===== src/rtl/lcd_timing_gen.sv =====
// LCD panel scan timing: sync/DE generation, one-cycle-early pixel coordinates,
// RGB forwarding, PWM backlight and frame start/count reporting.
module lcd_timing_gen #(
  parameter logic [10:0] H_SYNC  = 11'd41,
  parameter logic [10:0] H_BACK  = 11'd2,
  parameter logic [10:0] H_DISP  = 11'd480,
  parameter logic [10:0] H_FRONT = 11'd2,
  parameter logic [10:0] V_SYNC  = 11'd10,
  parameter logic [10:0] V_BACK  = 11'd2,
  parameter logic [10:0] V_DISP  = 11'd272,
  parameter logic [10:0] V_FRONT = 11'd2,
  parameter logic        HS_POL  = 1'b0,
  parameter logic        VS_POL  = 1'b0,
  parameter logic [8:0]  BL_DUTY = 9'd256
) (
  input  logic        lcd_pclk,
  input  logic        rst_n,
  input  logic        lcd_en,
  input  logic [23:0] pixel_data,
  output logic [10:0] pixel_xpos,
  output logic [10:0] pixel_ypos,
  output logic [10:0] h_disp,
  output logic [10:0] v_disp,
  output logic        lcd_hs,
  output logic        lcd_vs,
  output logic        lcd_de,
  output logic [23:0] lcd_rgb,
  output logic        lcd_bl,
  output logic        frame_start,
  output logic [15:0] frame_cnt
);

  localparam logic [10:0] H_TOTAL   = H_SYNC + H_BACK + H_DISP + H_FRONT;
  localparam logic [10:0] V_TOTAL   = V_SYNC + V_BACK + V_DISP + V_FRONT;
  localparam logic [10:0] H_DE_BEG  = H_SYNC + H_BACK;
  localparam logic [10:0] H_DE_END  = H_DE_BEG + H_DISP;
  localparam logic [10:0] H_REQ_BEG = H_DE_BEG - 11'd1;
  localparam logic [10:0] H_REQ_END = H_DE_END - 11'd1;
  localparam logic [10:0] V_ACT_BEG = V_SYNC + V_BACK;
  localparam logic [10:0] V_ACT_END = V_ACT_BEG + V_DISP;

  logic [10:0] r_h_cnt;
  logic [10:0] r_v_cnt;
  logic [7:0]  r_pwm_cnt;
  logic        r_frame_start;
  logic [15:0] r_frame_cnt;
  logic        r_seen_frame;

  logic        w_v_act;
  logic        w_data_req;
  logic        w_de;
  logic        w_frame_begin;

  // Disabled scan parks both counters at the frame origin.
  always_ff @(posedge lcd_pclk or negedge rst_n) begin
    if (!rst_n) begin
      r_h_cnt <= '0;
      r_v_cnt <= '0;
    end else if (!lcd_en) begin
      r_h_cnt <= '0;
      r_v_cnt <= '0;
    end else if (r_h_cnt == H_TOTAL - 11'd1) begin
      r_h_cnt <= '0;
      if (r_v_cnt == V_TOTAL - 11'd1) begin
        r_v_cnt <= '0;
      end else begin
        r_v_cnt <= r_v_cnt + 11'd1;
      end
    end else begin
      r_h_cnt <= r_h_cnt + 11'd1;
    end
  end

  // The origin cycle covers both the v wrap and a fresh start after enable/reset.
  assign w_frame_begin = lcd_en && (r_h_cnt == 11'd0) && (r_v_cnt == 11'd0);

  always_ff @(posedge lcd_pclk or negedge rst_n) begin
    if (!rst_n) begin
      r_frame_start <= 1'b0;
      r_frame_cnt   <= '0;
      r_seen_frame  <= 1'b0;
    end else begin
      r_frame_start <= w_frame_begin;
      if (w_frame_begin) begin
        r_seen_frame <= 1'b1;
        if (r_seen_frame) begin
          r_frame_cnt <= r_frame_cnt + 16'd1;
        end
      end
    end
  end

  always_ff @(posedge lcd_pclk or negedge rst_n) begin
    if (!rst_n) begin
      r_pwm_cnt <= '0;
    end else begin
      r_pwm_cnt <= r_pwm_cnt + 8'd1;
    end
  end

  always_comb begin
    w_v_act    = (r_v_cnt >= V_ACT_BEG) && (r_v_cnt < V_ACT_END);
    w_data_req = lcd_en && w_v_act && (r_h_cnt >= H_REQ_BEG) && (r_h_cnt < H_REQ_END);
    w_de       = lcd_en && w_v_act && (r_h_cnt >= H_DE_BEG) && (r_h_cnt < H_DE_END);
  end

  // Coordinates lead DE by one cycle to match the registered pixel source.
  assign pixel_xpos  = w_data_req ? (r_h_cnt - H_REQ_BEG) : 11'd0;
  assign pixel_ypos  = w_data_req ? (r_v_cnt - V_ACT_BEG) : 11'd0;
  assign lcd_de      = w_de;
  assign lcd_rgb     = w_de ? pixel_data : 24'h000000;
  assign lcd_hs      = (lcd_en && (r_h_cnt < H_SYNC)) ? HS_POL : ~HS_POL;
  assign lcd_vs      = (lcd_en && (r_v_cnt < V_SYNC)) ? VS_POL : ~VS_POL;
  assign lcd_bl      = ({1'b0, r_pwm_cnt} < BL_DUTY);
  assign h_disp      = H_DISP;
  assign v_disp      = V_DISP;
  assign frame_start = r_frame_start;
  assign frame_cnt   = r_frame_cnt;

endmodule


===== config.mk =====
export PLATFORM = sky130hd
export DESIGN_NAME = lcd_timing_gen
export DESIGN_NICKNAME = d
export VERILOG_FILES = /design/src/rtl/lcd_timing_gen.sv
export SDC_FILE = /design/constraint.sdc
export NUM_CORES = 1
export LEC_CHECK = 0
export BUFFER_PORTS_ARGS = -buffer_cell sky130_fd_sc_hd__buf_2
export CORE_AREA = 3 3 99 101
export CTS_CLUSTER_DIAMETER = 200
export DETAILED_ROUTE_END_ITERATION = 6
export DIE_AREA = 0 0 102 104
export PLACE_DENSITY = 0.7
export SYNTH_ARGS = -nofsm -noshare
export SYNTH_HDL_FRONTEND = slang
export SYNTH_SLANG_ARGS = --single-unit

===== constraint.sdc =====
create_clock -name lcd_pclk -period 4.9 [get_ports lcd_pclk]
set_clock_uncertainty 0.2 [all_clocks]
set_input_delay 1.225 -clock lcd_pclk [delete_from_list [all_inputs] [get_ports lcd_pclk]]
set_output_delay 1.225 -clock lcd_pclk [all_outputs]
set_load 0.01 [all_outputs]

==> results of run 1 <==
## sequential cells by signal, indices dropped and copies added, names as in the netlist
| signal | count |
|---|---|
| r_v_cnt | 11 |
| r_h_cnt | 11 |
| r_seen_frame | 1 |
| frame_start | 1 |
| frame_cnt | 16 |
## through the flow
step,power (mW),hold WS (ns),cells,util,cell area [um2]
6_report,0.7706,0.2711,580,0.4025,3666
3_5_place_dp,0.5572,0.2557,572,0.3929,3578
3_3_place_gp,0.5517,0.2537,572,0.3929,3578
4_1_cts,0.7792,0.2732,580,0.4025,3666
5_1_grt,0.8187,0.2956,580,0.4025,3666
2_1_floorplan,0.5030,0.3009,414,-,3212
## routing by layer
| metal | up-vias | wire length (um) |
|---|---|---|
| met3 | 11 | 828 |
| met1 | 1408 | 3671 |
| met5 | - | 0 |
| met4 | 0 | 111 |
| met2 | 138 | 3555 |
| li1 | 1483 | - |
## cell families after synthesis
kind of cell,share of synthesized area
and+or+nand+nor,0.2971
buffers and inverters,0.1426
AOI/OAI and AO/OA,0.09465
DFF,0.3195
xor gates and xnor gates,0.09225
adders and majority gates,0.04792
other,0.002397
muxes,0.003594
## final cells by class
| cell class | instances | area, um2 | area share |
|---|---|---|---|
| Timing Repair Buffer | 98 | 505.5 | 0.1379 |
| Tap cell | 111 | 138.9 | 0.03788 |
| Multi-Input combinational cell | 281 | 1775 | 0.4843 |
| Clock inverter | 3 | 18.77 | 0.005119 |
| Sequential cell | 40 | 1001 | 0.2730 |
| Clock buffer | 5 | 68.82 | 0.01877 |
| Inverter | 42 | 157.7 | 0.04300 |
## cell usage after synthesis, types with 12 or more instances
cell type  number  area [um2]
nor4_1         31       193.9
nor3_1         40       200.2
clkbuf_1       21       78.83
nor2_1         13       48.80
dfrtp_1        40        1001
nand3_1        13       65.06
buf_4          24       180.2
a21oi_1        16       80.08
or3_1          12       75.07
xnor2_1        13       113.9
inv_1          42       157.7
xor2_1         20       175.2
ha_1           12       150.1
nand2_1        14       52.55
## critical path, cell delays in order
cell	delay (ns)
buf_2	0.16
inv_1	0.11
nor4_1	0.23
nand3_1	0.41
buf_4	0.40
nor4_1	0.31
buf_2	0.18
## final timing paths
kind | start | end | slack [ns] | cells past startpoint
min in group asynchronous | rst_n | frame_cnt[3]$_DFFE_PN0P_ | 0.84 | 1
setup / recovery | lcd_en | pixel_xpos[3] | 0.44 | 7
hold / removal | frame_cnt[15]$_DFFE_PN0P_ | frame_cnt[15]$_DFFE_PN0P_ | 0.27 | 1
setup reg to reg | r_h_cnt[7]$_DFF_PN0_ | r_v_cnt[9]$_DFFE_PN0P_ | 2.23 | 4
max in group asynchronous | rst_n | r_h_cnt[6]$_DFF_PN0_ | 3.07 | 1
hold reg to reg | frame_cnt[15]$_DFFE_PN0P_ | frame_cnt[15]$_DFFE_PN0P_ | 0.27 | 1
## power groups by stage
stage | Clock (mW) | Combinational [mW] | Sequential (mW)
floorplan | 0 | 0.110 | 0.393
detailed placement | 0 | 0.167 | 0.390
global placement | 0 | 0.163 | 0.389
global route | 0.241 | 0.189 | 0.389
CTS | 0.227 | 0.168 | 0.384
finish | 0.220 | 0.166 | 0.384
==> impl_metrics.yaml, run 1 <==
setup_path:
  required_ns: 3.47
  path_max_fanout: 37
  worstSetupStartpointType: "input port"
  crit_type: "input port to primary output"
  endpoint_kind: "primary output"
  cp_data_arrival_time_ns: 3.03
sta:
  finalSetupViolCount: 0
  finalSetupTns_ns: 0
  slew_headroom: 0.3112
  finalCriticalPeriod_ns: 4.459
  max_freq_ghz: 0.2243
  worst_slack_ns: 0.4412
  fin_crit_sh: 0.9100
  worstMarginPinSlew_ns: 1.027
  rsz0062_at_grt: "false"
  finalMaxSlewViolations: 0
  hold_violations: 0
power_and_ir_drop:
  power_density_mw_per_mm2: 210.2
  seqPwrFrac: 0.499
  leakagePower_nw: 1.854
  power_switching_uw: 251.2
  irDropWorstVdd_mv: 0.1659
  power.internal_uw: 519.4
  combPwrFrac: 0.215
  p_clk_frac: 0.286
  swShare: 0.3259
grt:
  grt_start_max_net_pins: 41
  first_global_vias: 2847
  grtUsageMet2: 0.2396
  top_usage_layer: "met2"
  antenna_found_initial: 0
  grt_use_total: 0.1539
  use_met1: 0.2049
  met3_usage: 0.04896
  grt_pass1_wl_mm: 13.40
  overflow: 0
final_layout:
  final_cell_mix: "92 x buf_2, 42 x inv_1, 40 x nor3_1, 40 x dfrtp_1, 31 x nor4_1"
  area_growth_syn_to_layout_pct: 17.01
  nets: 507
  n_antenna_cell: 0
  final_layout_size_suffix_gt1_frac: 0.2367
  mostFrequentLayoutCell: "buf_2"
  fillers: 925
synth:
  ys_warn_count: 0
  ys.flop_type: "dfrtp_1"
  synth-seq-cells: 40
  synth-seq-area-share: 0.3195
  synthDistinctLibCells: 44
  async_reset_ff_frac: 1.000
  synthesis.area_mm2: 0.003133
  avgSynthCellArea_um2: 7.972
  synthCells: 393
  synth-edff-count: 0
drt:
  drtIter0Drc: 121
  routed_wl_mm: 8.167
  via_per_inst: 5.241
  wl_per_cell_um: 14.08
  ant_nets: 0
  firstDrtPassIters: 4
  drc: 0
  via_count: 3040
placement:
  pre_cts_slack_ns: 0.4467
  place.gp.congestion: 0.9241
  hpwl_mm: 6.233
  numPortBuffers: 92
run:
  maxCapViolCount: 0
clocking:
  cts_setup_buffers: 0
  clock_sinks: 40
  cts_tree: "built"
  cts_max_path_buffers: 2
  cts_resized: 0
  cts_hold_buf: 0
  clk_latency_ns: 0.30
  cts_root_buf: "clkbuf_8"
  htree_levels: 2
  cts_buffers: 5
  clkTransAtPathRegs_ns: 0.08
die:
  fp-row-count: 35
  die_area_mm2: 0.01061
  die_x_um: 102
  start_util: 0.3440
  die_y_um: 104
  core_area_mm2: 0.009109
  ioPinCount: 116
hold_path:
  worst_hold_path_type: "flop to flop"
status:
  status: "finished, final reports clean"
(Power assumes the default switching activity.)
==> run 2: changes to the inputs <==
--- a/config.mk
+++ b/config.mk
@@ -7,6 +7,7 @@
 export LEC_CHECK = 0
 export BUFFER_PORTS_ARGS = -buffer_cell sky130_fd_sc_hd__buf_2
 export CORE_AREA = 3 3 99 101
+export CTS_BUF_LIST = sky130_fd_sc_hd__clkbuf_4
 export CTS_CLUSTER_DIAMETER = 200
 export DETAILED_ROUTE_END_ITERATION = 6
 export DIE_AREA = 0 0 102 104
==> run 2 against run 1 <==
Critical path depth did not move. Hold slack improved by 0.0071 ns. First-iteration DRC count rose by 0.83%. Core utilization fell by 0.34 points. Clock-buffer cell count did not move. Flip-flop and latch count did not move. Largest cell class unchanged. Largest power group unchanged.
==> impl_metrics.yaml, run 2 (synthesis gave the netlist of run 1 again) <==
status:
  status: "finished, final reports clean"
grt:
  met3_usage: 0.04628
  grt_start_max_net_pins: 41
  top_usage_layer: "met2"
  grtUsageMet2: 0.2405
  antenna_found_initial: 0
  use_met1: 0.2033
  overflow: 0
  grt_pass1_wl_mm: 13.34
  first_global_vias: 2859
  grt_use_total: 0.1518
die:
  ioPinCount: 116
  core_area_mm2: 0.009109
  die_x_um: 102
  start_util: 0.3440
  die_area_mm2: 0.01061
  die_y_um: 104
  fp-row-count: 35
drt:
  via_count: 3041
  firstDrtPassIters: 4
  drc: 0
  via_per_inst: 5.243
  wl_per_cell_um: 14.03
  drtIter0Drc: 122
  ant_nets: 0
  routed_wl_mm: 8.135
clocking:
  cts_hold_buf: 0
  cts_setup_buffers: 0
  clock_sinks: 40
  cts_tree: "built"
  cts_root_buf: "clkbuf_4"
  clkTransAtPathRegs_ns: 0.12
  cts_max_path_buffers: 2
  clk_latency_ns: 0.35
  cts_resized: 0
  htree_levels: 2
  cts_buffers: 5
final_layout:
  area_growth_syn_to_layout_pct: 16.01
  final_layout_size_suffix_gt1_frac: 0.2367
  final_cell_mix: "92 x buf_2, 42 x inv_1, 40 x nor3_1, 40 x dfrtp_1, 31 x nor4_1"
  nets: 507
  design_area_mm2: 0.003635
  n_antenna_cell: 0
  largest_reg_flops: 16
  instances_no_fill: 580
  mostFrequentLayoutCell: "buf_2"
setup_path:
  path_max_fanout: 37
  crit_type: "input port to primary output"
  required_ns: 3.47
  worstSetupStartpointType: "input port"
  endpoint_kind: "primary output"
  cp_data_arrival_time_ns: 3.02
  r2r_cells: 4
  path_delay_family: "simple AND/OR/NAND/NOR gates"
  max_stage_delay_ns: 0.40
  worst-path-stages: 7
  slowest_stage: "nand3_1"
  crit_chain: "buf_2 > inv_1 > nor4_1 > nand3_1 > buf_4 > nor4_1 > buf_2"
  critical_path_buf_inv_count: 4
placement:
  place.gp.congestion: 0.9241
  hpwl_mm: 6.233
  numPortBuffers: 92
  dpl_cell_area_mm2: 0.003578
  dp_cells: 572
power_and_ir_drop:
  power_density_mw_per_mm2: 197.0
  leakagePower_nw: 1.841
  irDropWorstVdd_mv: 0.1606
  total_power_uw: 716.1
sta:
  finalSetupViolCount: 0
  max_freq_ghz: 0.2248
  finalCriticalPeriod_ns: 4.449
  worstMarginPinSlew_ns: 1.043
  hold_violations: 0
  finalMaxSlewViolations: 0
  rsz0062_at_grt: "false"
  finalSetupTns_ns: 0
  fin_crit_sh: 0.9079
  fin_hold_ws_ns: 0.2782
  slew_headroom: 0.3007
hold_path:
  whs_path_depth: 1
  worst_hold_path_type: "flop to flop"
run:
  maxCapViolCount: 0
==> run 2: cell counts in the layout (fill, tap and decap cells not counted) <==
Identical to the previous run, type by type.
==> run 2: power by group <==
group / internal [mW] / leakage (nW) / switching [mW] / total (mW)
combinational: 0.0659 / 1.27 / 0.0986 / 0.165
sequential: 0.354 / 0.536 / 0.0301 / 0.384
clock: 0.0553 / 0.0349 / 0.112 / 0.168
==> run 2: layout make-up <==
| class | instances | area, um2 |
|---|---|---|
| Multi-Input combinational cell | 281 | 1775 |
| Sequential cell | 40 | 1001 |
| Inverter | 42 | 157.7 |
| Clock inverter | 3 | 18.77 |
| Fill cell | 927 | 5474 |
| Tap cell | 111 | 138.9 |
| Clock buffer | 5 | 37.54 |
| Timing Repair Buffer | 98 | 505.5 |
==> run 2: routing by layer <==
layer	part of all wire	wire, um
met1	0.45	3692
met2	0.44	3604
met3	0.097	792
met4	0.0055	45
met5	0	0
==> run 2: worst paths after layout <==
check                                           from                   endpoint  slack [ns]
max                                           lcd_en              pixel_xpos[3]        0.45
min                        frame_cnt[15]$_DFFE_PN0P_  frame_cnt[15]$_DFFE_PN0P_        0.28
max reg2reg                     r_h_cnt[7]$_DFF_PN0_     r_v_cnt[3]$_DFFE_PN0P_        2.24
min reg2reg                frame_cnt[15]$_DFFE_PN0P_  frame_cnt[15]$_DFFE_PN0P_        0.28
max in group asynchronous                      rst_n       r_h_cnt[6]$_DFF_PN0_        3.12
min in group asynchronous                      rst_n   frame_cnt[3]$_DFFE_PN0P_        0.78
==> run 2: worst reg2reg max path: cells and delay by family (launching register included) <==
family,cells,cell delay [ns]
flip-flops,1,0.53
AO/OA/AOI/OAI,2,1.09
AND/OR/NAND/NOR,2,0.79
==> run 2: stage by stage <==
step / utilization / setup slack (ns)
3_3_place_gp: 0.3929 / 0.5496
2_1_floorplan: - / 1.010
6_report: 0.3990 / 0.4511
3_5_place_dp: 0.3929 / 0.4467
5_1_grt: 0.3990 / 0.1589
4_1_cts: 0.3990 / 0.4464
